**src/rtl/reducao_media_2x2.sv**
```systemverilog
// reducao_media_2x2: streaming 2:1 downscaler. Each 2x2 block of a raster
// stream (input width 2*LARGURA_IMAGEM) becomes one pixel equal to the mean
// of the four pixels, rounded half up. Even rows store horizontal pair sums
// in a one-line buffer; odd rows complete each block and emit the result.
module reducao_media_2x2 #(
   parameter int unsigned LARGURA_IMAGEM = 4,
   parameter int unsigned LARGURA_PIXEL  = 8,
   parameter int unsigned LARGURA_MAXIMA = 320
) (
   input  logic                     clk,
   input  logic                     resetn,
   input  logic                     pixel_in_valid,
   input  logic [LARGURA_PIXEL-1:0] pixel_in,
   input  logic                     sof,
   output logic                     pixel_out_valid,
   output logic [LARGURA_PIXEL-1:0] pixel_out,
   output logic                     pixel_out_last
);

   localparam int unsigned W  = LARGURA_IMAGEM;
   localparam int unsigned P  = LARGURA_PIXEL;
   // x_in spans one input row (2*W pixels)
   localparam int unsigned XW = ($clog2(2 * W) > 1) ? $clog2(2 * W) : 1;
   // line buffer address: one entry per output column
   localparam int unsigned AW = (W > 1) ? $clog2(W) : 1;
   localparam logic [XW-1:0] X_ULTIMO = XW'(2 * W - 1);

   localparam logic [0:0] S_LINHA_PAR   = 1'b0;
   localparam logic [0:0] S_LINHA_IMPAR = 1'b1;

   // Reject widths the line buffer was not sized for
   generate
      if (LARGURA_IMAGEM < 1 || LARGURA_IMAGEM > LARGURA_MAXIMA) begin : g_largura_invalida
         $fatal(1, "reducao_media_2x2: LARGURA_IMAGEM fora do intervalo 1..LARGURA_MAXIMA");
      end
   endgenerate

   // Row state (doubles as row parity), column counter, hold register
   logic [0:0]    estado;
   logic [0:0]    estado_prox;
   logic [XW-1:0] x_in;
   logic [XW-1:0] x_prox;
   logic [P-1:0]  retido;
   logic [P-1:0]  retido_prox;

   // Registered outputs and their next values
   logic          valid_prox;
   logic [P-1:0]  out_prox;
   logic          last_prox;

   // One-line buffer of horizontal pair sums from the even row
   logic [P:0]    linha_soma [W];
   logic          escreve;
   logic [AW-1:0] endereco;
   logic [P:0]    leitura;

   // Effective position of the current pixel after sof resync
   logic          sincroniza;
   logic [0:0]    estado_ef;
   logic [XW-1:0] x_ef;
   logic          ultimo;

   // Arithmetic
   logic [P:0]    soma_h;
   logic [P+1:0]  total;
   logic [P+1:0]  media;

   // A sof pixel is treated as column 0 of an even row regardless of counters
   always_comb begin
      sincroniza = pixel_in_valid & sof;
      estado_ef  = sincroniza ? S_LINHA_PAR : estado;
      x_ef       = sincroniza ? '0 : x_in;
      ultimo     = (x_ef == X_ULTIMO);
      endereco   = AW'(x_ef >> 1);
   end

   // Buffer read and the pair / block sums; no read-write collision since
   // an address is written in the even row and read only in the next odd row
   always_comb begin
      leitura = linha_soma[endereco];
      soma_h  = (P+1)'(retido) + (P+1)'(pixel_in);
      total   = (P+2)'(leitura) + (P+2)'(retido) + (P+2)'(pixel_in);
      media   = total + (P+2)'(2);
   end

   // Next-state, counter, hold register and output decode
   always_comb begin
      estado_prox = estado;
      x_prox      = x_in;
      retido_prox = retido;
      escreve     = 1'b0;
      valid_prox  = 1'b0;
      out_prox    = pixel_out;
      last_prox   = 1'b0;

      if (pixel_in_valid) begin
         if (ultimo) begin
            x_prox      = '0;
            estado_prox = ~estado_ef;
         end else begin
            x_prox      = x_ef + XW'(1);
            estado_prox = estado_ef;
         end

         if (!x_ef[0]) begin
            retido_prox = pixel_in;
         end else if (estado_ef == S_LINHA_PAR) begin
            escreve = 1'b1;
         end else begin
            valid_prox = 1'b1;
            out_prox   = media[P+1:2];
            last_prox  = ultimo;
         end
      end
   end

   // State, counter, hold register and output registers
   always_ff @(posedge clk or negedge resetn) begin
      if (!resetn) begin
         estado          <= S_LINHA_PAR;
         x_in            <= '0;
         retido          <= '0;
         pixel_out_valid <= 1'b0;
         pixel_out       <= '0;
         pixel_out_last  <= 1'b0;
      end else begin
         estado          <= estado_prox;
         x_in            <= x_prox;
         retido          <= retido_prox;
         pixel_out_valid <= valid_prox;
         pixel_out       <= out_prox;
         pixel_out_last  <= last_prox;
      end
   end

   // Line buffer write; contents are don't-care until written by an even row
   always_ff @(posedge clk) begin
      if (escreve) begin
         linha_soma[endereco] <= soma_h;
      end
   end

endmodule
```
**config.mk**
```make
export PLATFORM = sky130hd
export DESIGN_NAME = reducao_media_2x2
export DESIGN_NICKNAME = d
export VERILOG_FILES = /design/src/rtl/reducao_media_2x2.sv
export SDC_FILE = /design/constraint.sdc
export NUM_CORES = 1
export LEC_CHECK = 0
export CORE_UTILIZATION = 35
export DETAILED_ROUTE_END_ITERATION = 10
export SLEW_MARGIN = 40
export SYNTH_ARGS = -nofsm -noshare
export SYNTH_HDL_FRONTEND = slang
export SYNTH_SLANG_ARGS = --single-unit
```
**constraint.sdc**
```tcl
create_clock -name clk -period 7.6 [get_ports clk]
set_input_delay 2.28 -clock clk [delete_from_list [all_inputs] [get_ports clk]]
set_output_delay 2.28 -clock clk [all_outputs]
set_load 0.02 [all_outputs]
```
* Word level (Yosys, flattened, before mapping)
Memories as Yosys holds them, arrays and structs flattened.
Index checks and enable logic that the tools add are counted.
** Cells by class
- Add/subtract/negate cells :: 5
- Equal/unequal tests :: 1
- Multiplexer cells :: 15
- Bitwise gates (word level) :: 3
- Reduce and logical (&&, ||, !) cells :: 2
** Operators by type and width (number)
- 2-to-1 mux 1 bit :: 13
- adder 10 x 2 -> 10 bit (second input constant) :: 1
- adder 10 x 8 -> 10 bit :: 1
- adder 9 x 8 -> 10 bit :: 1
- adder 8 x 8 -> 9 bit :: 1
- 2-to-1 mux 3 bit :: 2
- adder 3 x 1 -> 3 bit (second input constant) :: 1
- == test 3 bit (second input constant) :: 1
- AND reduction 3 bit :: 1
- NOT 1 bit :: 2
- AND reduction 2 bit :: 1
- AND 1 bit :: 1
** Storage, ports and cells
- Flip-flop bits (word level) :: 22
- RAM bits :: 36
- Bits of input ports :: 12
- Output and inout bits :: 10
- Logic and storage cells :: 33
- Memories kept :: 1
** Memories
- linha_soma :: words 4, width 9, rd ports 1, clocked after memory_dff 0, write ports 1, RTL line 52 : logic [P:0] linha_soma [W];

* Logic depth before layout (Yosys ltp)
Gate-level depths: netlist of run 1.
- Depth in word-level cells :: 7
- Mapped depth :: 13
- Depth with buffers taken out :: 13

* Least setup slack after synthesis of run 1
OpenSTA, ideal clock, no wires.
- Path type :: in2reg
- Start point :: in pixel_in_valid
- End point :: reg pixel_out[5]
- Library setup time :: 136 ps
- Data arrival time :: 4764 ps
- Required time :: 7464 ps
- Slack :: 2701 ps
- Stages on the path :: 12
- Path buffers :: 0
- Cell sequence :: nand2_2 > nand2_1 > o22ai_1 > a221oi_1 > fa_1 > ha_1 > a21o_1 > a21o_1 > a21o_1 > a221oi_1 > xor2_1 > o21ai_0
** Between the ends
- Longest elaborated chain between the ends :: 6
- Elaborated cells between the ends (all ways) :: 8
- Classes of those cells :: add/sub: 3; mux: 2; bitwise: 1; reduce/logical: 1; memory: 1
** Ends and longest elaborated chain
- start, declared :: RTL line 12 : input logic pixel_in_valid,
- AND 1 bit :: RTL line 70 : sincroniza = pixel_in_valid & sof;
- 2-to-1 mux 3 bit :: RTL line 72 : x_ef = sincroniza ? '0 : x_in;
- memory read (4 x 9 bit)
- adder 9 x 8 -> 10 bit :: RTL line 82 : total = (P+2)'(leitura) + (P+2)'(retido) + (P+2)'(pixel_in);
- adder 10 x 8 -> 10 bit :: RTL line 82
- adder 10 x 2 -> 10 bit :: RTL line 83 : media = total + (P+2)'(2);
- end signal, assigned :: RTL line 131 : pixel_out <= out_prox;
- end, declared :: RTL line 16 : output logic [LARGURA_PIXEL-1:0] pixel_out,
Parallel ways exist; a longest one is shown, timed or not.
A chain may end at the register's enable or synchronous reset.

* Worst setup path in the final report of run 1
- Start point :: in pixel_in_valid
- End point :: reg pixel_out[7]
Same word-level chain as after synthesis.

==> key figures, run 1 <==
Run status
  • Status: finished with violations
  • Failing checks: DRC

Finish
  • Area of the multi-input gates: 1410 um^2
  • Synth-to-Final Area Change: 17.3%
  • Non-filler cells, final: 393
  • Share of layout cells above drive strength 1: 12.3%
  • Post-Route Utilization: 42.2%
  • FF/Latch Area: 1630 um^2
  • Post-route cell area: 3660 um^2
  • Ant diodes: 0
  • Layout filler cell count: roughly 840
  • Nets@finish: 320

GRT
  • First-pass GRT wire length: approximately 10,000 um
  • Overflow after GRT: 0
  • Largest net degree at the start of global routing: 24
  • Tot GR Track Use: around 15%
  • Initial antenna violation count: 0
  • Vias in the first global route: 1,997

Setup path
  • Startpoint Class: input port
  • WP data arrival: 6.19 ns
  • Crit. End Element: flip-flop
  • R2R cell count: 11
  • Critical Path End: pixel_out[7]
  • Crit Path Max Fanout: 13
  • FF-to-FF Start: x_in[1]
  • FF-to-FF setup slack: 3.96 ns
  • CP Class: input port to flip-flop
  • Worst R2R End: pixel_out[7]
  • CP startpoint: pixel_in_valid
  • CP required: 7.85 ns

Floorplanning
  • Chip width: just under 100 um
  • Io pins: 22
  • Die H: 96.5 um
  • Area of the core: 8680 um^2
  • Die area: slightly above 9000 um^2
  • Std-Cell Rows: 34
  • Starting Density: 36.0%

Placed design
  • Gpl congestion: 0.819
  • HPWL after DPL: 4700 um
  • I/O Buffers: 21
  • DP Area: 3450 um^2
  • # placed instances: 377

Logic synthesis
  • Synth unique cells: 45
  • Post-synth top flop: edfxtp_1
  • Post-synthesis sequential area ratio: between 50% and 60%
  • Synthesized area: 3120 um^2
  • Ys async rst share: 37.9%
  • Yosys top cell area share: 34.6%
  • Top post-synthesis cells by area: edfxtp_1, dfrtp_1, ha_1
  • Avg Cell Area, Syn: 12.2 um^2
  • Synthesis Warnings: 0
  • Post-synth top area cell: edfxtp_1
  • Post-synth EDFFs: 36
  • Post-Syn Nets: roughly 300
  • Seq cells post-synth: 58
  • Mapped Cells: approximately 260

STA
  • RSZ-0062 raised after global routing: false
  • Final Critical Period: 5.94 ns
  • Rel. slew slack: 55.2%
  • Final Max Tran Viols: 0
  • Setup TNS: 0 ns
  • Endpoints failing hold: 0
  • Setup-failing EPs final: 0
  • Worst Tran Pin Value: around 0.67 ns
  • Clock skew: 0.0102 ns
  • Fmax: 0.168 GHz
  • Final period utilization: 78.2%

Route
  • Routed Antenna Nets: 0
  • Via count: 2,040
  • DR iter-0 viols: about 90
  • Routed WL: 6410 um
  • First-pass iteration count of the detailed router: 7
  • Wirelength per Cell: 16.3 um
  • Vias per cell: 5.19
  • Post-route DRC: 1

Clock network
  • CTS tree: yes
  • Skew-Pair Late Insertion Delay: 0.34 ns
  • Htree depth: 3
  • CTS hold repair buffers: 0
  • PostCTS Resize Cnt: 0
  • Clock-pin slew on the worst setup and hold paths: 0.07 ns
  • Number of buffers created by CTS: 9
  • TritonCTS Sinks: 58
  • CTS max path bufs: 2
  • Post-CTS setup buffers: 0
  • Root buf cell: clkbuf_8

Run
  • Max-Cap Viols: 0

Pwr
  • Max VDD drop: 113 uV
  • Leak Pwr: roughly 1.5 nW
  • Pwr/cell area: 393 nW/um^2
  • Total Power: 1.44 mW

Min path
  • Worst hold path type: flip-flop to flip-flop
[sequential cells by signal (all words and copies together) (netlist names)]
register	cells
estado	1
linha_soma	36
pixel_out	8
pixel_out_last	1
pixel_out_valid	1
retido	8
x_in	3
[how the worst min path moves through the flow]
stage                       startpoint           end  cells after the start  slack (ns)
after floorplan              retido[7]     retido[7]                      2        0.48
after global placement    pixel_out[6]  pixel_out[6]                      2        0.45
after detailed placement  pixel_out[6]  pixel_out[6]                      2        0.45
after CTS                 pixel_out[6]  pixel_out[6]                      2        0.47
after global routing      pixel_out[6]  pixel_out[6]                      2        0.50
final                     pixel_out[6]  pixel_out[6]                      2        0.46
[metrics by stage]
stage               setup WS, ns  hold slack (ns)
floorplan                   2.70            0.475
global placement            1.40            0.453
detailed placement          1.35            0.455
CTS                         1.69            0.472
global route                1.34            0.501
finish                      1.66            0.463
[cells in the mapped netlist (all sizes together) (4+ instances only)]
cell type,instances
o22ai,9
inv,14
mux2i,9
xor2,5
edfxtp,36
dfrtp,22
a21o,5
o21ai,12
nand2,18
a221oi,8
xnor2,5
ha,20
nand3,4
nor2,20
mux2,8
fa,8
a21oi,8
clkbuf,4
buf,4
[metal layers]
metal | vias to the layer above | wire (um) | GRT usage, %
met4 | 0 | 155 | 7.11
met2 | 40 | 2950 | 24.1
met1 | 991 | 3130 | 20.1
li1 | 995 | - | -
met3 | 14 | 179 | 3.83
met5 | - | 0 | 0
[worst max-delay path, cell delays in order]
cell and delay (ns):
clkdlybuf4s50_1 0.74, nand2_2 0.25, nand2_1 0.31, o22ai_1 0.14
a221oi_1 0.39, fa_1 0.49, ha_1 0.39, and3_1 0.24
o2111ai_1 0.13, o2bb2ai_1 0.32, nor2_1 0.12, o221a_2 0.24
o21ai_0 0.13
[area by class of cell]
type | instances | share of cell area [%]
repair buffers | 22 | 5.81
flip-flops and latches | 58 | 44.6
multi-input cells | 174 | 38.6
well taps | 108 | 3.69
clock buffers | 16 | 5.77
inverters | 15 | 1.54
[kinds of logic after synthesis]
group,Yosys count,share of synthesized area (%)
flops,58,52.2
fa+ha+maj,28,13.1
xor+xnor,10,2.80
mux,17,5.77
compound gates,59,13.7
simple gates,60,8.97
buf+inv,23,3.33
[cells in the final DEF, fill, tap and decap left out, types with 3 or more instances in the layout]
cell type	n
a211oi_1	3
a21o_1	5
a21oi_1	7
a221oi_1	8
and3_1	3
clkbuf_8	13
clkdlybuf4s50_1	20
dfrtp_1	21
edfxtp_1	36
fa_1	8
ha_1	20
inv_1	14
mux2_2	8
mux2i_1	9
nand2_1	17
nand3_1	4
nor2_1	18
o21ai_0	12
o22ai_1	9
or3_1	3
xnor2_1	5
xor2_1	5
[where the power goes]
group / internal [mW] / leakage, nW / switching (mW) / total [mW]
Sequential: 0.418 / 0.601 / 0.0607 / 0.479
Clock: 0.175 / 0.108 / 0.119 / 0.294
Combinational: 0.297 / 0.755 / 0.369 / 0.667
Power figures use the tool's default switching activity.
==> run 2, diff against run 1 <==
clock period = 5.3 ns   (was 7.6 ns; I/O delays follow)
==> run 2 against run 1 <==
Net effect:
- the flow now finishes without violations
- critical path depth unchanged
- critical path type unchanged
- combinational power is 48% higher
- register-to-register slack lost 2.2 ns
==> key figures, run 2 (same netlist as run 1, synthesis figures left out) <==
Run status
  • Status: finished, final reports clean (was finished with violations)

Setup path
  • Startpoint Class: input port (unchanged)
  • Max incr delay on CP: 0.56 ns (was 0.74 ns)
  • Buf/Inv on CP: 1 (unchanged)
  • Crit-path cells: clkdlybuf4s50_1 -> nand2_2 -> nand2_1 -> o22ai_1 -> a221oi_1 -> fa_1 -> ha_1 -> a21o_1 -> a21o_1 -> a21o_1 -> a221oi_1 -> xor2_1 -> o21ai_0 (was clkdlybuf4s50_1 -> nand2_2 -> nand2_1 -> o22ai_1 -> a221oi_1 -> fa_1 -> ha_1 -> and3_1 -> o2111ai_1 -> o2bb2ai_1 -> nor2_1 -> o221a_2 -> o21ai_0)
  • CP startpoint: sof (was pixel_in_valid)
  • R2R cell count: 10 (was 11)
  • Worst R2R End: pixel_out[5] (was pixel_out[7])
  • Critical Path End: pixel_out[5] (was pixel_out[7])
  • FF-to-FF setup slack: 1.78 ns (was 3.96 ns)
  • CP Class: input port to flip-flop (unchanged)
  • Crit. End Element: flip-flop (unchanged)
  • Most used cell, CP: a21o_1
  • WP data arrival: 4.90 ns (was 6.19 ns)
  • CP required: 5.52 ns (was 7.85 ns)
  • Largest delay contributor family on the critical path: compound AO/OA/AOI/OAI gates (unchanged)
  • Worst path slowest cell: clkdlybuf4s50_1 (unchanged)
  • CP Depth: 13 (unchanged)
  • Crit Path Max Fanout: 6 (was 13)
  • FF-to-FF Start: x_in[1] (unchanged)

Finish
  • Layout filler cell count: 832 (was 837)
  • Most frequent cells in the layout: edfxtp_1, dfrtp_1, nor2_1, ha_1, clkdlybuf4s50_1 (was edfxtp_1, dfrtp_1, ha_1, clkdlybuf4s50_1, nor2_1)
  • Biggest register: linha_soma (unchanged)
  • Nets@finish: 329 (was 320)
  • Commonest non-fill, non-tap cell in the layout: edfxtp_1 (unchanged)
  • Ant diodes: 0 (unchanged)
  • Synth-to-Final Area Change: 19.4% (was 17.3%)
  • Non-filler cells, final: 402 (was 393)
  • Share of layout cells above drive strength 1: 15.0% (was 12.3%)
  • Post-Route Utilization: 43.0% (was 42.2%)
  • Largest register FFs: 36 (unchanged)
  • FF/Latch Area: 1630 um^2 (unchanged)
  • Top flop regs: linha_soma x36, pixel_out x8, retido x8 (unchanged)
  • Area of the multi-input gates: 1400 um^2 (was 1410 um^2)

GRT
  • Initial antenna violation count: 0 (unchanged)
  • Met3 Track Usage GR: 2.74% (was 3.83%)
  • Tot GR Track Use: 15.7% (was 15.4%)
  • Met1 Use GR: 19.3% (was 20.1%)
  • Vias in the first global route: 2,151 (was 1,997)
  • Largest net degree at the start of global routing: 24 (unchanged)
  • Top Usage Layer GRT: met2 (unchanged)
  • Met2 Use GR: 24.9% (was 24.1%)
  • Overflow after GRT: 0 (unchanged)
  • First-pass GRT wire length: 10,500 um (was 10,200 um)

Clock network
  • CTS tree: yes (unchanged)
  • CTS hold repair buffers: 0 (unchanged)
  • CTS max path bufs: 2 (unchanged)
  • Root buf cell: clkbuf_8 (unchanged)
  • Htree depth: 3 (unchanged)
  • PostCTS Resize Cnt: 0 (unchanged)
  • Clock-pin slew on the worst setup and hold paths: 0.07 ns (about the same)
  • Number of buffers created by CTS: 9 (unchanged)
  • Post-CTS setup buffers: 0 (unchanged)
  • Skew-Pair Late Insertion Delay: 0.34 ns (about the same)
  • TritonCTS Sinks: 58 (unchanged)

Floorplanning
  • Chip width: 96.5 um (unchanged)
  • Die H: 96.5 um (unchanged)
  • Die area: 9300 um^2 (unchanged)
  • Area of the core: 8680 um^2 (unchanged)
  • Std-Cell Rows: 34 (unchanged)
  • Starting Density: 36.0% (unchanged)
  • Io pins: 22 (unchanged)

Route
  • Via count: 2,073 (was 2,040)
  • Wirelength per Cell: 16.2 um (was 16.3 um)
  • DR iter-0 viols: 100 (was 92)
  • Routed WL: 6500 um (was 6410 um)
  • First-pass iteration count of the detailed router: 4 (was 7)
  • Routed Antenna Nets: 0 (unchanged)
  • Vias per cell: 5.16 (was 5.19)
  • Post-route DRC: 0 (was 1)

Pwr
  • Sequential cell fraction of total power: 31.9% (was 33.3%)
  • Power share of the clock group: 21.7% (was 20.4%)
  • Pwr/cell area: 571 nW/um^2 (was 393 nW/um^2)
  • Max VDD drop: 169 uV (was 113 uV)
  • P_sw: 816 uW (was 549 uW)
  • Leak Pwr: 1.51 nW (was 1.46 nW)
  • Switching share of power: 38.3% (was 38.2%)
  • Combinational power share: 46.4% (was 46.3%)
  • Int Power: 1.31 mW (was 890 uW)

STA
  • Setup TNS: 0 ns (unchanged)
  • RSZ-0062 raised after global routing: false (unchanged)
  • Setup-failing EPs final: 0 (unchanged)
  • Rel. slew slack: 62.6% (was 55.2%)
  • Final period utilization: between 80 and 90%
  • Endpoints failing hold: 0 (unchanged)
  • Worst Tran Pin Value: 0.556 ns (was 0.667 ns)
  • Final Critical Period: around 4.7 ns
  • Fmax: 0.214 GHz
  • Final Max Tran Viols: 0 (unchanged)
  • Clock skew: 0.0125 ns (was 0.0102 ns)

Run
  • Max-Cap Viols: 0 (unchanged)

Min path
  • Worst hold path type: flip-flop to flip-flop (unchanged)

Placed design
  • I/O Buffers: 21 (unchanged)
  • # placed instances: 386 (was 377)
  • HPWL after DPL: 4840 um (was 4700 um)
  • Gpl congestion: 0.753 (was 0.819)
run 2: cell count changes in the layout (fill, tap and decap cells not counted):
cell / before / now
nor4_2: 1 / 2
bufinv_16: 0 / 2
clkbuf_1: 2 / 0
clkinvlp_4: 0 / 2
buf_4: 1 / 10
nor2_2: 2 / 0
clkbuf_8: 13 / 9
clkinv_4: 0 / 2
inv_6: 0 / 1
nor2_1: 18 / 20
clkbuf_16: 1 / 0
nor4_4: 1 / 0
run 2: metal layers:
| metal | vias up | wire length, um |
|---|---|---|
| li1 | 1009 | - |
| met1 | 1010 | 3060 |
| met2 | 42 | 3030 |
| met3 | 12 | 200 |
| met4 | 0 | 209 |
| met5 | - | 0 |
run 2: stage by stage:
stage	instance area (um^2)	power, mW	hold WS [ns]	setup WS (ns)
after global placement	3510	1.66	0.452	0.220
after detailed placement	3500	1.68	0.457	0.226
after global routing	3730	2.29	0.510	0.388
final	3730	2.13	0.465	0.623
after CTS	3730	2.15	0.474	0.577
after floorplan	3120	1.38	0.475	1.09
run 2: area by class of cell:
cell class	count	share of cell area, %
Tap cell	108	3.62
Clock buffer	9	3.32
Sequential cell	58	43.8
Inverter	15	1.51
Clock inverter	7	2.72
Multi-Input combinational cell	174	37.5
Timing Repair Buffer	31	7.51
run 2: worst min-delay path by stage:
stage / slack (ns) / from / to / depth (start not counted)
finish: 0.46 / pixel_out[6] / pixel_out[6] / 2
global route: 0.51 / pixel_out[5] / pixel_out[5] / 2
CTS: 0.47 / pixel_out[6] / pixel_out[6] / 2
detailed placement: 0.46 / pixel_out[6] / pixel_out[6] / 2
global placement: 0.45 / pixel_out[6] / pixel_out[6] / 2
floorplan: 0.48 / retido[7] / retido[7] / 2
run 2: worst min-delay path: stages (launching register included):
cell	delay, ns
dfrtp_1	0.34
nand2_1	0.05
nand2_1	0.04
run 2: power groups by stage:
stage	Sequential [mW]	Combinational [mW]	Clock, mW
6_report	0.681	0.988	0.462
3_5_place_dp	0.691	0.988	0
3_3_place_gp	0.687	0.972	0
5_1_grt	0.695	1.11	0.490
4_1_cts	0.681	0.994	0.471
2_1_floorplan	0.678	0.700	0
==> RTL edit (config.mk and constraints of run 1) <==
Register the output `pixel_out_last` once more; this adds one clock of latency there. The other outputs are not delayed to match.
--- a/src/rtl/reducao_media_2x2.sv
+++ b/src/rtl/reducao_media_2x2.sv
@@ -29,2 +29,4 @@
    localparam logic [0:0] S_LINHA_IMPAR = 1'b1;
+
+   logic pixel_out_last_s0;
 
@@ -124,3 +126,3 @@
          pixel_out       <= '0;
-         pixel_out_last  <= 1'b0;
+         pixel_out_last_s0 <= 1'b0;
       end else begin
@@ -131,3 +133,3 @@
          pixel_out       <= out_prox;
-         pixel_out_last  <= last_prox;
+         pixel_out_last_s0 <= last_prox;
       end
@@ -142,2 +144,6 @@
 
+   always_ff @(posedge clk) begin
+      pixel_out_last <= pixel_out_last_s0;
+   end
+
 endmodule
Formal check against the unedited RTL: no difference found for any inputs over 10 cycles, from zero or initial values and one cycle with resetn low; that may be too few to reach the edited logic, so the function may still have changed.
==> RTL edit against run 1 <==
Synthesized area is 0.64% higher. Die area is 0.63% higher. Utilization is 0.11 points higher. Fmax is 0.82% higher. Via count is 0.49% higher. Sequential cell count is 1 higher. First-iteration DRC count is 39% higher. Count of clock-buffer cells in the layout is 6 lower. Wire length is 4.2% lower. Total power is 0.82% higher. Combinational power is 2% lower. Worst setup slack better by 0.048 ns. Cell area is 0.75% higher. Critical path depth stayed put.
==> RTL edit: results (changes against run 1) <==
- Met3 wire length: 453 um (+150%)
- Cells after Synth: 256 (+0.39%)
- Residual DRC count: 0 (-1)
- Initial drt markers: 128 (+39%)
- Post-cts sizing count: 0 (unchanged)
- Syn_nets: 296 (+0.34%)
- GPL Wtd Cong: 0.795 (-2.8%)
- CP max-delay cell: clkdlybuf4s50_1
- FILL cells: 801 (-4.3%)
- Slew @ Worst Pin: 0.696 ns (+0.0293 ns)
- Hold_buf cts: 0 (unchanged)
- GR Util met3: 0.0491 (+0.0108)
- Top Usage Layer GRT: met2
- CTS Root Cell: clkbuf_8
- Initial antenna violation count: 0 (unchanged)
- Clk_lat worst skew: ~0.33 ns
- Final WL: 6140 um (-4.2%)
- PortBufs: 21 (unchanged)
- Pre-CTS setup slack: 1.40 ns (+0.0424 ns)
- Final Hold Fails: 0 (unchanged)
- CP max FO: 13 (unchanged)
- Max reg flops: 36 (unchanged)
- Final setup fails: 0 (unchanged)
- Via count: 2050 (+0.49%)
- PD cells: 393 mW/mm^2 (about the same)
- YS warnings: 0 (unchanged)
- Post-CTS Setup Repair Bufs: 0 (unchanged)
- Sequential area share after synthesis: 0.525 (+0.00304)
- Met1 WL: 2840 um (-9.1%)
- Async SR Flop Fraction: 0.373 (-0.00643)
- Main area contributors after synthesis: edfxtp_1 (34%), dfrtp_1 (18%), ha_1 (8.0%)
- DRT Pass-1 Iters: 4 (-3)
- Nets: 320 (unchanged)
- CTS H-tree lvls: 3 (unchanged)
- Num CTS Buffers: 9 (unchanged)
- Number of synthesized flops with an enable pin: 36 (unchanged)
- Largest regs: linha_soma x36, pixel_out x8, retido x8
- Critical Path AT: 6.14 ns (-0.05 ns)
- Slowest stage delay, CP: 0.76 ns (+0.02 ns)
- Commonest cells in the netlist: edfxtp_1 (36), dfrtp_1 (22), ha_1 (20), nor2_1 (20), nand2_1 (17)
- Reg clk slew, reported paths: 0.07 ns (about the same)
- DP Wirelength: 4560 um (-3.0%)
- Worst Hold Class: reg -> reg
- Met2 Use GR: 0.219 (-0.0223)
- Non-Filler Instances: 393 (unchanged)
- Top layer in use: met4
- Placed inst area: 0.00347 mm^2 (+0.62%)
- First-pass GRT wire length: 10500 um (+3.4%)
- Clock skew: 0.00571 ns (-0.00453 ns)
- M1 GR Usage: 0.198 (-0.00230)
- Status: complete, no violations
- Wire length on met2: 2760 um (-6.5%)
- Netlist cell types: 46 (+2.2%)
- Top Family by Delay on Critical Path: compound AO/OA/AOI/OAI gates
- Overall Global Routing Usage: 0.147 (-0.00713)
- Clk buf depth: 2 (unchanged)
- Maximum vdd drop: 0.000121 V (+6.7%)
- LEAKAGE: 1.47 nW (+0.12%)
- Post-Place Cells: 377 (unchanged)
- Max-slew violation count: 0 (unchanged)
## RTL edit: cell types whose count changed in the layout (fill, tap and decap cells not counted)
cell / delta
bufinv_16: +2
dfxtp_1: +1
clkinvlp_4: +1
clkbuf_8: -4
clkbuf_1: -1
buf_4: -1
clkbuf_16: -1
nor4_2: -1
clkinv_4: +2
clkinv_2: +1
nor4_4: +1
## RTL edit: final timing paths
path	slack [ns]	cells after the start	to	startpoint
max in group asynchronous	5.31	1	x_in[1]	resetn
min	0.35	0	pixel_out_last	pixel_out_last_s0
min reg2reg	0.35	0	pixel_out_last	pixel_out_last_s0
max	1.71	13	pixel_out[7]	pixel_in_valid
max reg2reg	4.04	11	pixel_out[7]	x_in[1]
min in group asynchronous	1.91	1	retido[1]	resetn
## RTL edit: power by group
part	switching (mW)	internal, mW	total, mW	leakage (nW)
Clock	0.125	0.185	0.310	0.106
Sequential	0.0640	0.423	0.487	0.609
Combinational	0.359	0.295	0.654	0.750
Total	0.548	0.903	1.45	1.47
## RTL edit: cell type report
type / count / share of cell area
Clock buffer: 10 / 0.0346
Clock inverter: 6 / 0.0244
Inverter: 15 / 0.0153
Multi-Input combinational cell: 174 / 0.386
Sequential cell: 59 / 0.448
Tap cell: 108 / 0.0366
Timing Repair Buffer: 21 / 0.0556
## RTL edit: logic make-up after synthesis
logic type	after synthesis	synth area share
buf+inv	23	0.0330
xor+xnor	10	0.0279
compound gates	59	0.137
mux	17	0.0573
fa+ha+maj	28	0.131
simple gates	60	0.0892
flops	59	0.525
